**src/rtl/vram_if.sv**
```systemverilog
// vram_if: the request/response handshakes for the display and GPU ports
// of the VRAM arbiter, plus the SRAM pin bundle on the far side.
// The slave modport is the arbiter's view; master is the requesters/pads view.
interface vram_if;
    logic        disp_req;
    logic [18:0] disp_addr;
    logic        disp_ack;
    logic [15:0] disp_rdata;
    logic        disp_rvalid;

    logic        gpu_req;
    logic        gpu_we;
    logic [18:0] gpu_addr;
    logic [15:0] gpu_wdata;
    logic        gpu_ack;
    logic [15:0] gpu_rdata;
    logic        gpu_rvalid;

    logic [19:0] sram_addr;
    logic [15:0] sram_dq_out;
    logic [15:0] sram_dq_in;
    logic        sram_ce_n;
    logic        sram_oe_n;
    logic        sram_we_n;
    logic        sram_lb_n;
    logic        sram_ub_n;

    modport slave (
        input  disp_req, disp_addr, gpu_req, gpu_we, gpu_addr, gpu_wdata, sram_dq_in,
        output disp_ack, disp_rdata, disp_rvalid, gpu_ack, gpu_rdata, gpu_rvalid,
        output sram_addr, sram_dq_out, sram_ce_n, sram_oe_n, sram_we_n, sram_lb_n, sram_ub_n
    );

    modport master (
        output disp_req, disp_addr, gpu_req, gpu_we, gpu_addr, gpu_wdata, sram_dq_in,
        input  disp_ack, disp_rdata, disp_rvalid, gpu_ack, gpu_rdata, gpu_rvalid,
        input  sram_addr, sram_dq_out, sram_ce_n, sram_oe_n, sram_we_n, sram_lb_n, sram_ub_n
    );
endinterface

```
**src/rtl/vram_arbiter.sv**
```systemverilog
// vram_arbiter: shares one 16-bit asynchronous SRAM between the display
// scan-out (read-only, fixed priority) and the GPU rasteriser (read/write).
// Every access takes ACCESS_CYCLES clocks in ACCESS followed by one IDLE
// turnaround cycle with all strobes released.
// Optional feature: define VRAM_STARVE_GUARD_EN to let the GPU through after
// DISP_BURST_MAX consecutive display grants made while it was waiting.
module vram_arbiter #(
    parameter int ACCESS_CYCLES  = 2,
    parameter int DISP_BURST_MAX = 8
) (
    input  logic   clk,
    input  logic   rst,
    vram_if.slave  bus
);
    localparam int CW = $clog2(ACCESS_CYCLES);

    typedef enum logic {IDLE, ACCESS} state_t;

    state_t          state_q, state_d;
    logic [CW-1:0]   cnt_q, cnt_d;
    logic            owner_q, owner_d;
    logic            we_q, we_d;
    logic [18:0]     addr_q, addr_d;
    logic [15:0]     wdata_q, wdata_d;
    logic            ce_n_q, ce_n_d;
    logic            oe_n_q, oe_n_d;
    logic            we_n_q, we_n_d;
    logic [15:0]     disp_rdata_q, disp_rdata_d;
    logic [15:0]     gpu_rdata_q, gpu_rdata_d;
    logic            disp_rvalid_q, disp_rvalid_d;
    logic            gpu_rvalid_q, gpu_rvalid_d;
    logic            idle;
    logic            grant_disp;
    logic            grant_gpu;

    assign idle = (state_q == IDLE) && !rst;

`ifdef VRAM_STARVE_GUARD_EN
    localparam int SW = $clog2(DISP_BURST_MAX + 1);

    logic [SW-1:0] starve_q, starve_d;
    logic          force_gpu;

    assign force_gpu = (starve_q == SW'(DISP_BURST_MAX)) && bus.gpu_req;

    // Arbitration: display first, unless the GPU has waited through a full burst
    always_comb begin
        grant_gpu  = idle && bus.gpu_req && (!bus.disp_req || force_gpu);
        grant_disp = idle && bus.disp_req && !grant_gpu;
    end

    // Count display grants taken while the GPU was waiting; any GPU grant or an idle GPU clears it
    always_comb begin
        starve_d = starve_q;
        if (state_q == IDLE) begin
            if (grant_gpu || !bus.gpu_req) begin
                starve_d = '0;
            end else if (grant_disp && (starve_q != SW'(DISP_BURST_MAX))) begin
                starve_d = starve_q + SW'(1);
            end
        end
    end

    // Starvation counter register
    always_ff @(posedge clk) begin
        if (rst) begin
            starve_q <= '0;
        end else begin
            starve_q <= starve_d;
        end
    end
`else
    // Arbitration: strict display priority
    always_comb begin
        grant_disp = idle && bus.disp_req;
        grant_gpu  = idle && bus.gpu_req && !bus.disp_req;
    end
`endif

    // Next-state logic; strobes are derived from the next state so the pins come straight from flops
    always_comb begin
        state_d       = state_q;
        cnt_d         = cnt_q;
        owner_d       = owner_q;
        we_d          = we_q;
        addr_d        = addr_q;
        wdata_d       = wdata_q;
        disp_rdata_d  = disp_rdata_q;
        gpu_rdata_d   = gpu_rdata_q;
        disp_rvalid_d = 1'b0;
        gpu_rvalid_d  = 1'b0;
        case (state_q)
            IDLE: begin
                if (grant_disp) begin
                    state_d = ACCESS;
                    cnt_d   = CW'(ACCESS_CYCLES - 1);
                    owner_d = 1'b0;
                    we_d    = 1'b0;
                    addr_d  = bus.disp_addr;
                    wdata_d = 16'h0000;
                end else if (grant_gpu) begin
                    state_d = ACCESS;
                    cnt_d   = CW'(ACCESS_CYCLES - 1);
                    owner_d = 1'b1;
                    we_d    = bus.gpu_we;
                    addr_d  = bus.gpu_addr;
                    wdata_d = bus.gpu_wdata;
                end
            end
            ACCESS: begin
                if (cnt_q == '0) begin
                    state_d = IDLE;
                    if (!we_q) begin
                        if (owner_q) begin
                            gpu_rdata_d  = bus.sram_dq_in;
                            gpu_rvalid_d = 1'b1;
                        end else begin
                            disp_rdata_d  = bus.sram_dq_in;
                            disp_rvalid_d = 1'b1;
                        end
                    end
                end else begin
                    cnt_d = cnt_q - CW'(1);
                end
            end
            default: state_d = IDLE;
        endcase
        ce_n_d = (state_d != ACCESS);
        oe_n_d = !((state_d == ACCESS) && !we_d);
        we_n_d = !((state_d == ACCESS) && we_d && (cnt_d != '0));
    end

    // State, latched request and registered SRAM strobes; reset abandons any access in flight
    always_ff @(posedge clk) begin
        if (rst) begin
            state_q       <= IDLE;
            cnt_q         <= '0;
            owner_q       <= 1'b0;
            we_q          <= 1'b0;
            addr_q        <= '0;
            wdata_q       <= '0;
            ce_n_q        <= 1'b1;
            oe_n_q        <= 1'b1;
            we_n_q        <= 1'b1;
            disp_rdata_q  <= '0;
            gpu_rdata_q   <= '0;
            disp_rvalid_q <= 1'b0;
            gpu_rvalid_q  <= 1'b0;
        end else begin
            state_q       <= state_d;
            cnt_q         <= cnt_d;
            owner_q       <= owner_d;
            we_q          <= we_d;
            addr_q        <= addr_d;
            wdata_q       <= wdata_d;
            ce_n_q        <= ce_n_d;
            oe_n_q        <= oe_n_d;
            we_n_q        <= we_n_d;
            disp_rdata_q  <= disp_rdata_d;
            gpu_rdata_q   <= gpu_rdata_d;
            disp_rvalid_q <= disp_rvalid_d;
            gpu_rvalid_q  <= gpu_rvalid_d;
        end
    end

    assign bus.disp_ack    = grant_disp;
    assign bus.gpu_ack     = grant_gpu;
    assign bus.disp_rdata  = disp_rdata_q;
    assign bus.disp_rvalid = disp_rvalid_q;
    assign bus.gpu_rdata   = gpu_rdata_q;
    assign bus.gpu_rvalid  = gpu_rvalid_q;
    assign bus.sram_addr   = {1'b0, addr_q};
    assign bus.sram_dq_out = wdata_q;
    assign bus.sram_ce_n   = ce_n_q;
    assign bus.sram_oe_n   = oe_n_q;
    assign bus.sram_we_n   = we_n_q;
    assign bus.sram_lb_n   = ce_n_q;
    assign bus.sram_ub_n   = ce_n_q;
endmodule

```
**src/flat_wrapper.sv**
```systemverilog
// flat-port wrapper written by rule: the top's interface ports become plain ports
module vram_arbiter_flat 
#(
    parameter int ACCESS_CYCLES  = 2,
    parameter int DISP_BURST_MAX = 8
)
  (clk, rst, bus_disp_req, bus_disp_addr, bus_gpu_req, bus_gpu_we, bus_gpu_addr, bus_gpu_wdata, bus_sram_dq_in, bus_disp_ack, bus_disp_rdata, bus_disp_rvalid, bus_gpu_ack, bus_gpu_rdata, bus_gpu_rvalid, bus_sram_addr, bus_sram_dq_out, bus_sram_ce_n, bus_sram_oe_n, bus_sram_we_n, bus_sram_lb_n, bus_sram_ub_n);
  vram_if bus_i ();
  input  logic clk;
  input  logic rst;
  input wire logic [$bits(bus_i.disp_req)-1:0] bus_disp_req;
  input wire logic [$bits(bus_i.disp_addr)-1:0] bus_disp_addr;
  input wire logic [$bits(bus_i.gpu_req)-1:0] bus_gpu_req;
  input wire logic [$bits(bus_i.gpu_we)-1:0] bus_gpu_we;
  input wire logic [$bits(bus_i.gpu_addr)-1:0] bus_gpu_addr;
  input wire logic [$bits(bus_i.gpu_wdata)-1:0] bus_gpu_wdata;
  input wire logic [$bits(bus_i.sram_dq_in)-1:0] bus_sram_dq_in;
  output wire logic [$bits(bus_i.disp_ack)-1:0] bus_disp_ack;
  output wire logic [$bits(bus_i.disp_rdata)-1:0] bus_disp_rdata;
  output wire logic [$bits(bus_i.disp_rvalid)-1:0] bus_disp_rvalid;
  output wire logic [$bits(bus_i.gpu_ack)-1:0] bus_gpu_ack;
  output wire logic [$bits(bus_i.gpu_rdata)-1:0] bus_gpu_rdata;
  output wire logic [$bits(bus_i.gpu_rvalid)-1:0] bus_gpu_rvalid;
  output wire logic [$bits(bus_i.sram_addr)-1:0] bus_sram_addr;
  output wire logic [$bits(bus_i.sram_dq_out)-1:0] bus_sram_dq_out;
  output wire logic [$bits(bus_i.sram_ce_n)-1:0] bus_sram_ce_n;
  output wire logic [$bits(bus_i.sram_oe_n)-1:0] bus_sram_oe_n;
  output wire logic [$bits(bus_i.sram_we_n)-1:0] bus_sram_we_n;
  output wire logic [$bits(bus_i.sram_lb_n)-1:0] bus_sram_lb_n;
  output wire logic [$bits(bus_i.sram_ub_n)-1:0] bus_sram_ub_n;
  assign bus_i.disp_req = bus_disp_req;
  assign bus_i.disp_addr = bus_disp_addr;
  assign bus_i.gpu_req = bus_gpu_req;
  assign bus_i.gpu_we = bus_gpu_we;
  assign bus_i.gpu_addr = bus_gpu_addr;
  assign bus_i.gpu_wdata = bus_gpu_wdata;
  assign bus_i.sram_dq_in = bus_sram_dq_in;
  assign bus_disp_ack = bus_i.disp_ack;
  assign bus_disp_rdata = bus_i.disp_rdata;
  assign bus_disp_rvalid = bus_i.disp_rvalid;
  assign bus_gpu_ack = bus_i.gpu_ack;
  assign bus_gpu_rdata = bus_i.gpu_rdata;
  assign bus_gpu_rvalid = bus_i.gpu_rvalid;
  assign bus_sram_addr = bus_i.sram_addr;
  assign bus_sram_dq_out = bus_i.sram_dq_out;
  assign bus_sram_ce_n = bus_i.sram_ce_n;
  assign bus_sram_oe_n = bus_i.sram_oe_n;
  assign bus_sram_we_n = bus_i.sram_we_n;
  assign bus_sram_lb_n = bus_i.sram_lb_n;
  assign bus_sram_ub_n = bus_i.sram_ub_n;
  vram_arbiter #(.ACCESS_CYCLES(ACCESS_CYCLES), .DISP_BURST_MAX(DISP_BURST_MAX)) u_core (.clk(clk), .rst(rst), .bus(bus_i));
endmodule
```
**config.mk**
```make
export PLATFORM = sky130hd
export DESIGN_NAME = vram_arbiter_flat
export DESIGN_NICKNAME = d
export VERILOG_FILES = /design/src/rtl/vram_if.sv /design/src/rtl/vram_arbiter.sv /design/src/flat_wrapper.sv
export SDC_FILE = /design/constraint.sdc
export NUM_CORES = 1
export LEC_CHECK = 0
export BUFFER_PORTS_ARGS = -buffer_cell sky130_fd_sc_hd__buf_4
export CAP_MARGIN = 40
export CORE_MARGIN = 4
export CORE_UTILIZATION = 35
export DETAILED_ROUTE_END_ITERATION = 16
export GPL_TIMING_DRIVEN = 0
export PLACE_DENSITY = 0.63
export SYNTH_ARGS = -nofsm -noshare
export SYNTH_HDL_FRONTEND = slang
export SYNTH_SLANG_ARGS = --single-unit
```
**constraint.sdc**
```tcl
create_clock -name clk -period 2.4 [get_ports clk]
set_input_delay 0.48 -clock clk [delete_from_list [all_inputs] [get_ports clk]]
set_output_delay 0.48 -clock clk [all_outputs]
set_load 0.03 [all_outputs]
```
Word level (Yosys, flattened, before mapping) --
Index checks and enable logic that the tools add are counted.
Word-level totals: register bits after elaboration 76
Cells by class: add/subtract/negate cells 1, muxes and demuxes 19, bitwise gates (word level) 5, reductions and logical operators 17
Operators by type and width (count):
- two-way mux 19 bit | 2
- two-way mux 16 bit | 2
- two-way mux 1 bit | 13
- AND reduction 4 bit | 2
- logical AND 1 bit | 7
- zero test 1 bit | 5
- inverter 1 bit | 5
- case mux 1 bit (2 select lines) | 2
- OR reduction 4 bit | 1
- AND reduction 2 bit | 1
- nonzero test 2 bit | 1
- subtractor 1 bit, second input constant | 1

Logic depth before layout (Yosys ltp) --
Gate-level depths: netlist (run 1).
word-level depth 10, mapped depth 6, depth with buffers taken out 3

Worst setup path before layout (run 1) --
No wires, ideal clock.
path type input port to output port, start point in rst, end point out bus_disp_ack, arrival time 1.330 ns, setup slack 0.590 ns, stages on the path 4, buffers on the path 2, path through buf_2 -> nor2_1 -> clkbuf_1 -> and2_1
On the way: longest elaborated chain between the ends 3
RTL lines:
- start: declaration | line flat_wrapper.sv:10 | input logic rst;
- zero test 1 bit | line vram_arbiter.sv:36 | assign idle = (state_q == IDLE) && !rst;
- logical AND 1 bit | line vram_arbiter.sv:36
- logical AND 1 bit | line vram_arbiter.sv:75 | grant_disp = idle && bus.disp_req;
- end: declaration | line flat_wrapper.sv:18 | output wire logic [$bits(bus_i.disp_ack)-1:0] bus_disp_ack;
No other way between the ends.

Worst setup path in the final report (run 1) --
start point reg u_core.state_q, end point out bus_gpu_ack
On the way: longest elaborated chain between the ends 4
RTL lines:
- start: declaration | line vram_arbiter.sv:19 | state_t state_q, state_d;
- start signal: assignment | line vram_arbiter.sv:150 | state_q <= state_d;
- inverter 1 bit | line vram_arbiter.sv:36
- logical AND 1 bit | line vram_arbiter.sv:36
- logical AND 1 bit (2 in a row) | line vram_arbiter.sv:76 | grant_gpu = idle && bus.gpu_req && !bus.disp_req;
- end: declaration | line flat_wrapper.sv:21 | output wire logic [$bits(bus_i.gpu_ack)-1:0] bus_gpu_ack;
No other way between the ends.

==> flow_metrics.py, run 1 <==
metrics = {
    "yosys": {
        "syn_area_per_cell_sq_um": 9.04,
        "muxShareOfSynthArea_pct": 6.30,
        "netlist_area_sq_um": 3020,
        "synth.ff_latch_count": 76,
        "synthDistinctLibCells": 28,
        "synth_nets": 409,
        "synth-adder-area-share_pct": 0,
        "synth_top_family_by_area": "compound AO/OA/AOI/OAI gates",
        "seq_area_frac_synth_pct": 50.4,
        "synth_xor_area_share_pct": 0,
        "syn_inst": 334,
        "synth_simple_gate_area_share_pct": 15.7,
        "yosysWarnings": 0,
        "synth-compound-area-share_pct": 20.8,
    },
    "sta": {
        "fmax_mhz": 452,
        "fin_skew_ns": 0.0122,
        "setup_tns_ns": 0,
        "setup_viol": 0,
        "finalCritPeriodShare_pct": 92.2,
        "rsz0062_at_grt": "no",
        "slew_headroom_pct": 62.3,
        "final-hold-violation-count": 0,
        "fin_crit_ns": 2.21,
        "hold-worst-slack_ns": 0.329,
        "worstMarginPinSlew_ns": 0.563,
        "drv_slew": 0,
    },
    "clock_tree": {
        "post-cts-setup-buffers": 0,
        "cts_tree": "done",
        "htreeDepth": 3,
        "clock_latency_ns": 0.35,
        "cts_buffers": 9,
        "cts-root-buf": "clkbuf_8",
        "ctsResizeCount": 0,
        "clock_sinks": 76,
        "path_clk_slew_ns": 0.08,
        "ctsHoldBuffers": 0,
        "clk_path_buf_depth": 2,
    },
    "placement": {
        "dp_hpwl_um": 6730,
        "gp_congestion": 0.759,
        "dpl.cell_count": 588,
        "io_buffers": 149,
    },
    "cells_and_area": {
        "layout-drive-gt1-share_pct": 42.1,
        "finish.utilization_pct": 54.2,
        "fin_nets": 569,
        "num-fill-cells": 809,
        "n_antenna_cell": 0,
        "area_delta_synth_final_pct": 48.8,
        "layout.cells.non_filler": 604,
    },
    "pwr": {
        "p_per_area_nw_per_um2": 686,
        "power.leakage_nw": 1.95,
        "ir_drop_v": 0.000345,
        "totalPowerFinal_mw": 3.09,
    },
    "global_route": {
        "grtUsageMet3_pct": 6.44,
        "overflow": 0,
        "use_met2_pct": 26.8,
        "met1_usage_pct": 20.4,
        "busiest_layer": "met2",
        "grt_first_pass_wirelength_um": 13600,
        "grt_pass1_vias": 2802,
        "grt_start_max_net_pins": 14,
        "grt_antenna_before_repair": 0,
        "grt.total_usage_pct": 16.8,
    },
    "floorplan": {
        "die_h_um": 101,
        "core_sq_um": 8300,
        "die_area_sq_um": 10200,
        "initial_core_util_pct": 36.4,
        "die_x_um": 101,
        "io_pins": 152,
        "rows": 33,
    },
    "critical_path": {
        "crit_required_ns": 1.92,
        "worst-r2r-cell-count": 6,
        "start_kind": "flip-flop",
        "crit_fanout": 10,
        "worstPathArrival_ns": 1.73,
        "crit_type": "reg -> out",
        "end_kind": "output pin",
    },
    "routing": {
        "vias_per_cell": 4.80,
        "antenna_left": 0,
        "drt_iter0_drc": 40,
        "dr.pass1.iters": 4,
        "drc": 0,
        "wl_per_cell_um": 14.3,
        "vias": 2901,
        "wl_um": 8640,
    },
    "hold_path": {
        "hold_class": "in -> reg",
        "min_delay_path_depth": 2,
    },
    "flow_run": {
        "maxCapViolations": 0,
    },
    "outcome": {
        "status": "finished clean",
    },
}
## area by class of cell
| cell class | count | area (sq um) | share of cell area [%] |
|---|---|---|---|
| Clock inverter | 5 | 83.8 | 1.86 |
| Multi-Input combinational cell | 224 | 1300 | 28.9 |
| Timing Repair Buffer | 149 | 1120 | 24.9 |
| Clock buffer | 11 | 141 | 3.15 |
| Buffer | 31 | 190 | 4.23 |
| Sequential cell | 76 | 1520 | 33.8 |
| Inverter | 3 | 11.3 | 0.250 |
| Tap cell | 105 | 131 | 2.92 |
## where the power goes
| group | switching (mW) | internal (mW) | total, mW | leakage, nW |
|---|---|---|---|---|
| clock | 0.491 | 0.618 | 1.11 | 0.106 |
| combinational | 0.344 | 0.264 | 0.608 | 1.22 |
| sequential | 0.0406 | 1.33 | 1.37 | 0.620 |
| total | 0.875 | 2.21 | 3.09 | 1.95 |
## worst paths after layout
kind | start | to | slack, ns
hold / removal | bus_gpu_we | u_core.bus.sram_we_n | 0.33
setup reg to reg | u_core.state_q | u_core.addr_q[16] | 0.89
hold reg to reg | u_core.bus.disp_rdata[2] | u_core.bus.disp_rdata[2] | 0.46
setup / recovery | u_core.state_q | bus_gpu_ack | 0.19
## flip-flops by register name, indices dropped and copies added, names as in the netlist
name,count
u_core.addr_q,19
u_core.bus.disp_rdata,16
u_core.bus.gpu_rdata,16
u_core.bus.sram_dq_out,16
u_core.bus.disp_rvalid,1
u_core.bus.gpu_rvalid,1
u_core.bus.sram_ce_n,1
u_core.bus.sram_oe_n,1
u_core.bus.sram_we_n,1
u_core.cnt_q,1
u_core.owner_q,1
u_core.state_q,1
u_core.we_q,1
## worst max-delay path: stages (launching register included)
cell and delay [ns]:
dfxtp_1 0.31, buf_6 0.13, nor4b_4 0.56, buf_6 0.22
buf_4 0.16
## metrics by stage
stage	setup WS, ns	cell area [sq um]
6_report	0.187	4500
5_1_grt	0.0765	4500
4_1_cts	0.151	4500
3_5_place_dp	0.308	4270
3_3_place_gp	0.309	4270
2_1_floorplan	0.590	3020
## layer usage
layer  vias to the layer above  part of all wire (%)
met4                         0                   1.5
met2                       125                    44
met3                        11                    12
met1                      1301                    43
li1                       1464                     -
met5                         -                     0
## placed cells by master (no fill, tap or decap)
cell type | synthesis | layout
a211o_1 | 1 | 1
a211oi_1 | 20 | 20
a21oi_1 | 61 | 61
a21oi_2 | 9 | 9
and2_1 | 1 | 1
and4bb_1 | 1 | 1
buf_1 | 2 | 2
buf_2 | 14 | 14
buf_4 | 4 | 153
buf_6 | 4 | 4
buf_8 | 1 | 1
bufinv_16 | 0 | 2
clkbuf_1 | 6 | 7
clkbuf_8 | 0 | 10
clkinvlp_4 | 0 | 2
conb_1 | 1 | 1
dfxtp_1 | 76 | 76
inv_1 | 3 | 3
inv_6 | 0 | 1
mux2i_1 | 19 | 19
nand2_1 | 72 | 72
nand2_2 | 9 | 9
nand3b_1 | 1 | 1
nand4bb_1 | 1 | 1
nor2_1 | 2 | 2
nor2_2 | 1 | 1
nor2_4 | 2 | 2
nor3_1 | 1 | 1
nor4b_4 | 2 | 2
o21ai_1 | 17 | 17
or2_1 | 2 | 2
or4b_1 | 1 | 1
## synthesized netlist by cell type
cell type	instances	area share (%)
buf_1	2	0.25
buf_2	14	2.3
clkbuf_1	6	0.75
buf_8	1	0.50
and4bb_1	1	0.41
nand2_1	72	8.9
a21oi_1	61	10
o21ai_1	17	2.8
mux2i_1	19	6.3
nand4bb_1	1	0.37
conb_1	1	0.12
or2_1	2	0.41
buf_6	4	1.5
or4b_1	1	0.33
a211oi_1	20	5.0
nand2_2	9	1.9
inv_1	3	0.37
a21oi_2	9	2.6
nor2_2	1	0.21
buf_4	4	0.99
nand3b_1	1	0.25
a211o_1	1	0.29
dfxtp_1	76	50
nor3_1	1	0.17
nor2_1	2	0.25
nor4b_4	2	1.6
nor2_4	2	0.75
and2_1	1	0.21
## cells by family after synthesis
kind of cell	count (synthesis)
other cells	1
compound gates	108
simple gates	96
mux	19
buf+inv	34
flops	76
Note: power is estimated with default switching activity, not from simulation.
==> run 2, diff against run 1 <==
Settings changed: ABC_AREA set to 1, PLACE_DENSITY 0.63 to 0.62.
==> run 2 against run 1 <==
Clock skew shrank 0.0059 ns. Power shrank 7.2%. Clock power shrank 18%. Critical path depth grew 1. Critical endpoint unchanged. Sequential share of layout area shrank 0.69 points. Worst setup slack gained 0.15 ns.
==> flow_metrics.py, run 2 <==
metrics = {
    "yosys": {
        "synthTopCellsByCount": "119 x nand2_1, 76 x dfxtp_1, 73 x nor2_1",
        "seq_area_frac_synth_pct": 48.3,
        "synthArstFlopShare_pct": 0,
        "synth_top_cell_area_share_pct": 48.3,
        "synth_edf_count": 0,
        "yosysMostFrequentCell": "nand2_1",
        "syn_inst": 437,
        "synthDistinctLibCells": 22,
        "netlist_area_sq_um": 3150,
        "synth_top_cell_by_area": "dfxtp_1",
        "yosysWarnings": 0,
        "synth.area.top_cells": "dfxtp_1 48%, nand2_1 14%, nor2_1 8.7%",
        "synth_nets": 512,
        "synth.ff_latch_count": 76,
        "syn_area_per_cell_sq_um": 7.21,
        "ys.flop_type": "dfxtp_1",
    },
    "cells_and_area": {
        "area_delta_synth_final_pct": 45.7,
        "n_antenna_cell": 0,
        "top_register": "u_core.addr_q",
        "fin_nets": 672,
        "layout_common_cells": "155 x buf_4, 119 x nand2_1, 76 x dfxtp_1",
        "layout-drive-gt1-share_pct": 33.1,
        "largest_reg_flops": 19,
        "layout_commonest_cell": "buf_4",
    },
    "floorplan": {
        "io_pins": 152,
        "initial_core_util_pct": 36.1,
        "die_area_sq_um": 10600,
        "die_x_um": 103,
        "core_sq_um": 8720,
        "die_h_um": 103,
        "rows": 34,
    },
    "placement": {
        "io_buffers": 149,
        "dp_hpwl_um": 7530,
        "gp_congestion": 0.820,
        "dp_worst_setup_slack_ns": 0.556,
    },
    "routing": {
        "drc": 0,
        "vias": 3254,
        "wl_um": 9610,
        "dr.pass1.iters": 4,
        "antenna_left": 0,
        "vias_per_cell": 4.58,
        "drt_iter0_drc": 72,
        "wl_per_cell_um": 13.5,
    },
    "pwr": {
        "ir_drop_v": 0.000267,
        "power.leakage_nw": 2.21,
        "p_sw_share_pct": 31.0,
        "p_int_mw": 1.98,
        "p_sw_mw": 0.887,
        "totalPowerFinal_mw": 2.86,
        "p_per_area_nw_per_um2": 624,
        "clockPowerShare_pct": 31.7,
        "seq_power_share_pct": 47.3,
        "pwr-share-comb_pct": 21.0,
    },
    "clock_tree": {
        "cts_buffers": 9,
        "clk_path_buf_depth": 2,
        "path_clk_slew_ns": 0.08,
        "cts_tree": "done",
        "cts-root-buf": "clkbuf_8",
        "ctsResizeCount": 0,
        "clock_sinks": 76,
        "clock_latency_ns": 0.34,
        "htreeDepth": 3,
        "post-cts-setup-buffers": 0,
        "ctsHoldBuffers": 0,
    },
    "critical_path": {
        "crit_required_ns": 1.92,
        "worstPathArrival_ns": 1.58,
        "crit_type": "reg -> out",
        "crit_fanout": 10,
        "end_kind": "output pin",
        "start_kind": "flip-flop",
    },
    "sta": {
        "final-hold-violation-count": 0,
        "rsz0062_at_grt": "no",
        "finalCritPeriodShare_pct": 85.9,
        "fin_skew_ns": 0.00628,
        "setup_tns_ns": 0,
        "postLayoutSetupSlackWorst_ns": 0.338,
        "fin_crit_ns": 2.06,
        "drv_slew": 0,
        "setup_viol": 0,
        "fmax_mhz": 485,
    },
    "global_route": {
        "grt_start_max_net_pins": 15,
        "grt_pass1_vias": 3089,
        "overflow": 0,
        "grt_first_pass_wirelength_um": 14800,
        "grt_antenna_before_repair": 0,
        "grt.total_usage_pct": 18.1,
    },
    "outcome": {
        "status": "finished clean",
    },
    "flow_run": {
        "maxCapViolations": 0,
    },
    "hold_path": {
        "hold_class": "in -> reg",
    },
}
## run 2: area by class of cell
class	count	area, sq um
fill	884	4130
sequential	76	1520
multi-input combinational	301	1320
timing repair buffer	149	1120
buffer	32	204
clock buffer	10	138
tap	108	135
inverter	28	105
clock inverter	6	47.5
## run 2: cell families (layout without fill, tap and decap cells)
kind of cell | count (synthesis) | in the layout | share of synthesized area (%)
AO/OA/AOI/OAI | 51 | 51 | 8.34
AND/OR/NAND/NOR | 249 | 249 | 33.4
buffers and inverters | 60 | 225 | 9.81
other | 1 | 1 | 0.119
flip-flops | 76 | 76 | 48.3
## run 2: path summary, 6_finish.rpt
kind / start / endpoint / depth (start not counted) / slack, ns
worst max-delay path: u_core.state_q / bus_gpu_ack / 5 / 0.34
worst min-delay path: bus_gpu_we / u_core.bus.sram_we_n / 2 / 0.33
worst max register to register: u_core.cnt_q / u_core.bus.gpu_rdata[10] / 5 / 0.97
worst min register to register: u_core.bus.sram_dq_out[5] / u_core.bus.sram_dq_out[5] / 2 / 0.47
## run 2: metrics by stage
stage          hold WS (ns)  cells  cell area (sq um)  util, %
2_1_floorplan         0.476    437               3150        -
3_3_place_gp          0.451    694               4400     50.5
3_5_place_dp          0.457    694               4400     50.5
4_1_cts               0.309    710               4590     52.6
5_1_grt               0.325    710               4590     52.6
6_report              0.327    710               4590     52.6
## run 2: per-layer routing
| metal | up-vias | GRT usage, % | share of wire (%) |
|---|---|---|---|
| li1 | 1711 | - | - |
| met1 | 1409 | 22.3 | 43 |
| met2 | 122 | 29.1 | 45 |
| met3 | 12 | 6.16 | 11 |
| met4 | 0 | 6.87 | 1.3 |
| met5 | - | 0 | 0 |
## run 2: worst max-delay path, stage by stage, from the launching register on
cell and delay, ns:
dfxtp_1 0.39, nor2_2 0.21, buf_6 0.17, nand3_1 0.15, inv_1 0.14, buf_4 0.17
## run 2: power by group through the flow
stage	Clock [mW]	Combinational [mW]	Sequential, mW
final	0.909	0.601	1.35
after global routing	0.980	0.662	1.36
after CTS	0.942	0.607	1.36
after detailed placement	0	0.606	1.38
after global placement	0	0.601	1.38
after floorplan	0	0.245	1.49
==> run 3, diff against run 2 <==
Settings changed: CTS_BUF_LIST set to sky130_fd_sc_hd__clkbuf_16, HOLD_SLACK_MARGIN set to 0.15.
==> run 3 against run 2 <==
Power increased by 12%. First-iteration DRC count grew 21%. Non-clock buffer count unchanged. Sequential share of layout area decreased by 0.65 points. Via count up 0.89%. Register-to-register slack barely moved. Fmax up 1.4%. Largest power group unchanged. Sequential power hardly changed. Utilization grew 1.0 points. Final cell count is the same.
==> flow_metrics.py, run 3 (synthesis results as in run 2) <==
metrics = {
    "outcome": {
        "status": "finished clean",
    },
    "critical_path": {
        "worstPathArrival_ns": 1.55,
        "end_kind": "output pin",
        "crit_required_ns": 1.92,
        "crit_type": "reg -> out",
        "crit_fanout": 10,
        "r2r-start": "u_core.cnt_q",
        "start_kind": "flip-flop",
        "critPathLaunch": "u_core.state_q",
    },
    "flow_run": {
        "maxCapViolations": 0,
    },
    "sta": {
        "setup_tns_ns": 0,
        "rsz0062_at_grt": "no",
        "fin_skew_ns": 0.00589,
        "finalCritPeriodShare_pct": 84.7,
        "setup_viol": 0,
        "final-hold-violation-count": 0,
        "fin_crit_ns": 2.03,
        "postLayoutSetupSlackWorst_ns": 0.368,
        "drv_slew": 0,
        "fmax_mhz": 492,
    },
    "routing": {
        "wl_um": 9670,
        "vias": 3283,
        "antenna_left": 0,
        "wl_per_cell_um": 13.6,
        "drt_iter0_drc": 87,
        "drc": 0,
        "dr.pass1.iters": 4,
        "vias_per_cell": 4.62,
    },
    "floorplan": {
        "rows": 34,
        "initial_core_util_pct": 36.1,
        "io_pins": 152,
        "die_h_um": 103,
        "core_sq_um": 8720,
        "die_x_um": 103,
        "die_area_sq_um": 10600,
    },
    "global_route": {
        "grt_antenna_before_repair": 0,
        "met1_usage_pct": 22.5,
        "grt_first_pass_wirelength_um": 15000,
        "overflow": 0,
        "grt_start_max_net_pins": 15,
        "grt.total_usage_pct": 18.3,
        "busiest_layer": "met2",
        "use_met2_pct": 29.9,
        "grtUsageMet3_pct": 6.77,
        "grt_pass1_vias": 3121,
    },
    "cells_and_area": {
        "layout-drive-gt1-share_pct": 32.9,
        "top_register": "u_core.addr_q",
        "area_delta_synth_final_pct": 48.6,
        "layout_commonest_cell": "buf_4",
        "layout_common_cells": "155 x buf_4, 119 x nand2_1, 76 x dfxtp_1",
        "fin_nets": 672,
        "n_antenna_cell": 0,
        "largest_reg_flops": 19,
    },
    "clock_tree": {
        "ctsResizeCount": 0,
        "ctsHoldBuffers": 0,
        "clock_latency_ns": 0.33,
        "post-cts-setup-buffers": 0,
        "cts_buffers": 9,
        "htreeDepth": 3,
        "cts_tree": "done",
        "clock_sinks": 76,
        "path_clk_slew_ns": 0.06,
        "clk_path_buf_depth": 2,
        "cts-root-buf": "clkbuf_16",
    },
    "hold_path": {
        "hold_start": "bus_gpu_we",
        "hold_class": "in -> reg",
    },
    "placement": {
        "io_buffers": 149,
        "dp_worst_setup_slack_ns": 0.556,
        "dp_hpwl_um": 7530,
        "gp_congestion": 0.820,
    },
    "pwr": {
        "power.leakage_nw": 2.25,
        "ir_drop_v": 0.000408,
        "p_per_area_nw_per_um2": 685,
    },
}
==> run 3: cell types whose count changed in the layout (fill, tap and decap cells not counted) <==
cell / previous run / this run
clkbuf_8: 10 / 0
clkbuf_16: 0 / 9
clkinv_1: 1 / 2
==> run 3: power by group <==
group | leakage (nW) | switching [mW] | internal (mW)
clock network | 0.133 | 0.547 | 0.703
logic | 1.50 | 0.353 | 0.248
registers | 0.620 | 0.0360 | 1.32
total | 2.25 | 0.935 | 2.27
==> run 3: metal layers <==
layer / wire length [um] / part of all wire (%)
met3: 1030 / 11
met5: 0 / 0
met4: 129 / 1.3
met1: 4150 / 43
met2: 4350 / 45
==> run 3: path summary, 6_finish.rpt <==
kind         slack (ns)  cells after the start                        end
min                0.34                      2       u_core.bus.sram_we_n
min reg2reg        0.46                      2  u_core.bus.sram_dq_out[5]
max                0.37                      5                bus_gpu_ack
max reg2reg        0.96                      5   u_core.bus.gpu_rdata[10]
==> run 3: through the flow <==
stage	std cells	cell area [sq um]	utilization [%]	total power, mW	hold slack [ns]
6_report	710	4680	53.7	3.21	0.345
5_1_grt	710	4680	53.7	3.35	0.350
4_1_cts	710	4680	53.7	3.24	0.337
3_5_place_dp	694	4400	50.5	1.99	0.457
3_3_place_gp	694	4400	50.5	1.98	0.451
2_1_floorplan	437	3150	-	1.73	0.476
==> run 3: critical path, stage by stage, from the launching register on <==
cell and delay (ns):
dfxtp_1 0.39, nor2_2 0.21, buf_6 0.17, nand3_1 0.15, inv_1 0.14, buf_4 0.17
==> run 3: area by class of cell <==
type / count / area (sq um)
tap: 108 / 135
multi-input combinational: 301 / 1320
inverter: 28 / 105
sequential: 76 / 1520
clock buffer: 9 / 225
timing repair buffer: 149 / 1120
fill: 872 / 4040
buffer: 32 / 204
clock inverter: 7 / 51.3
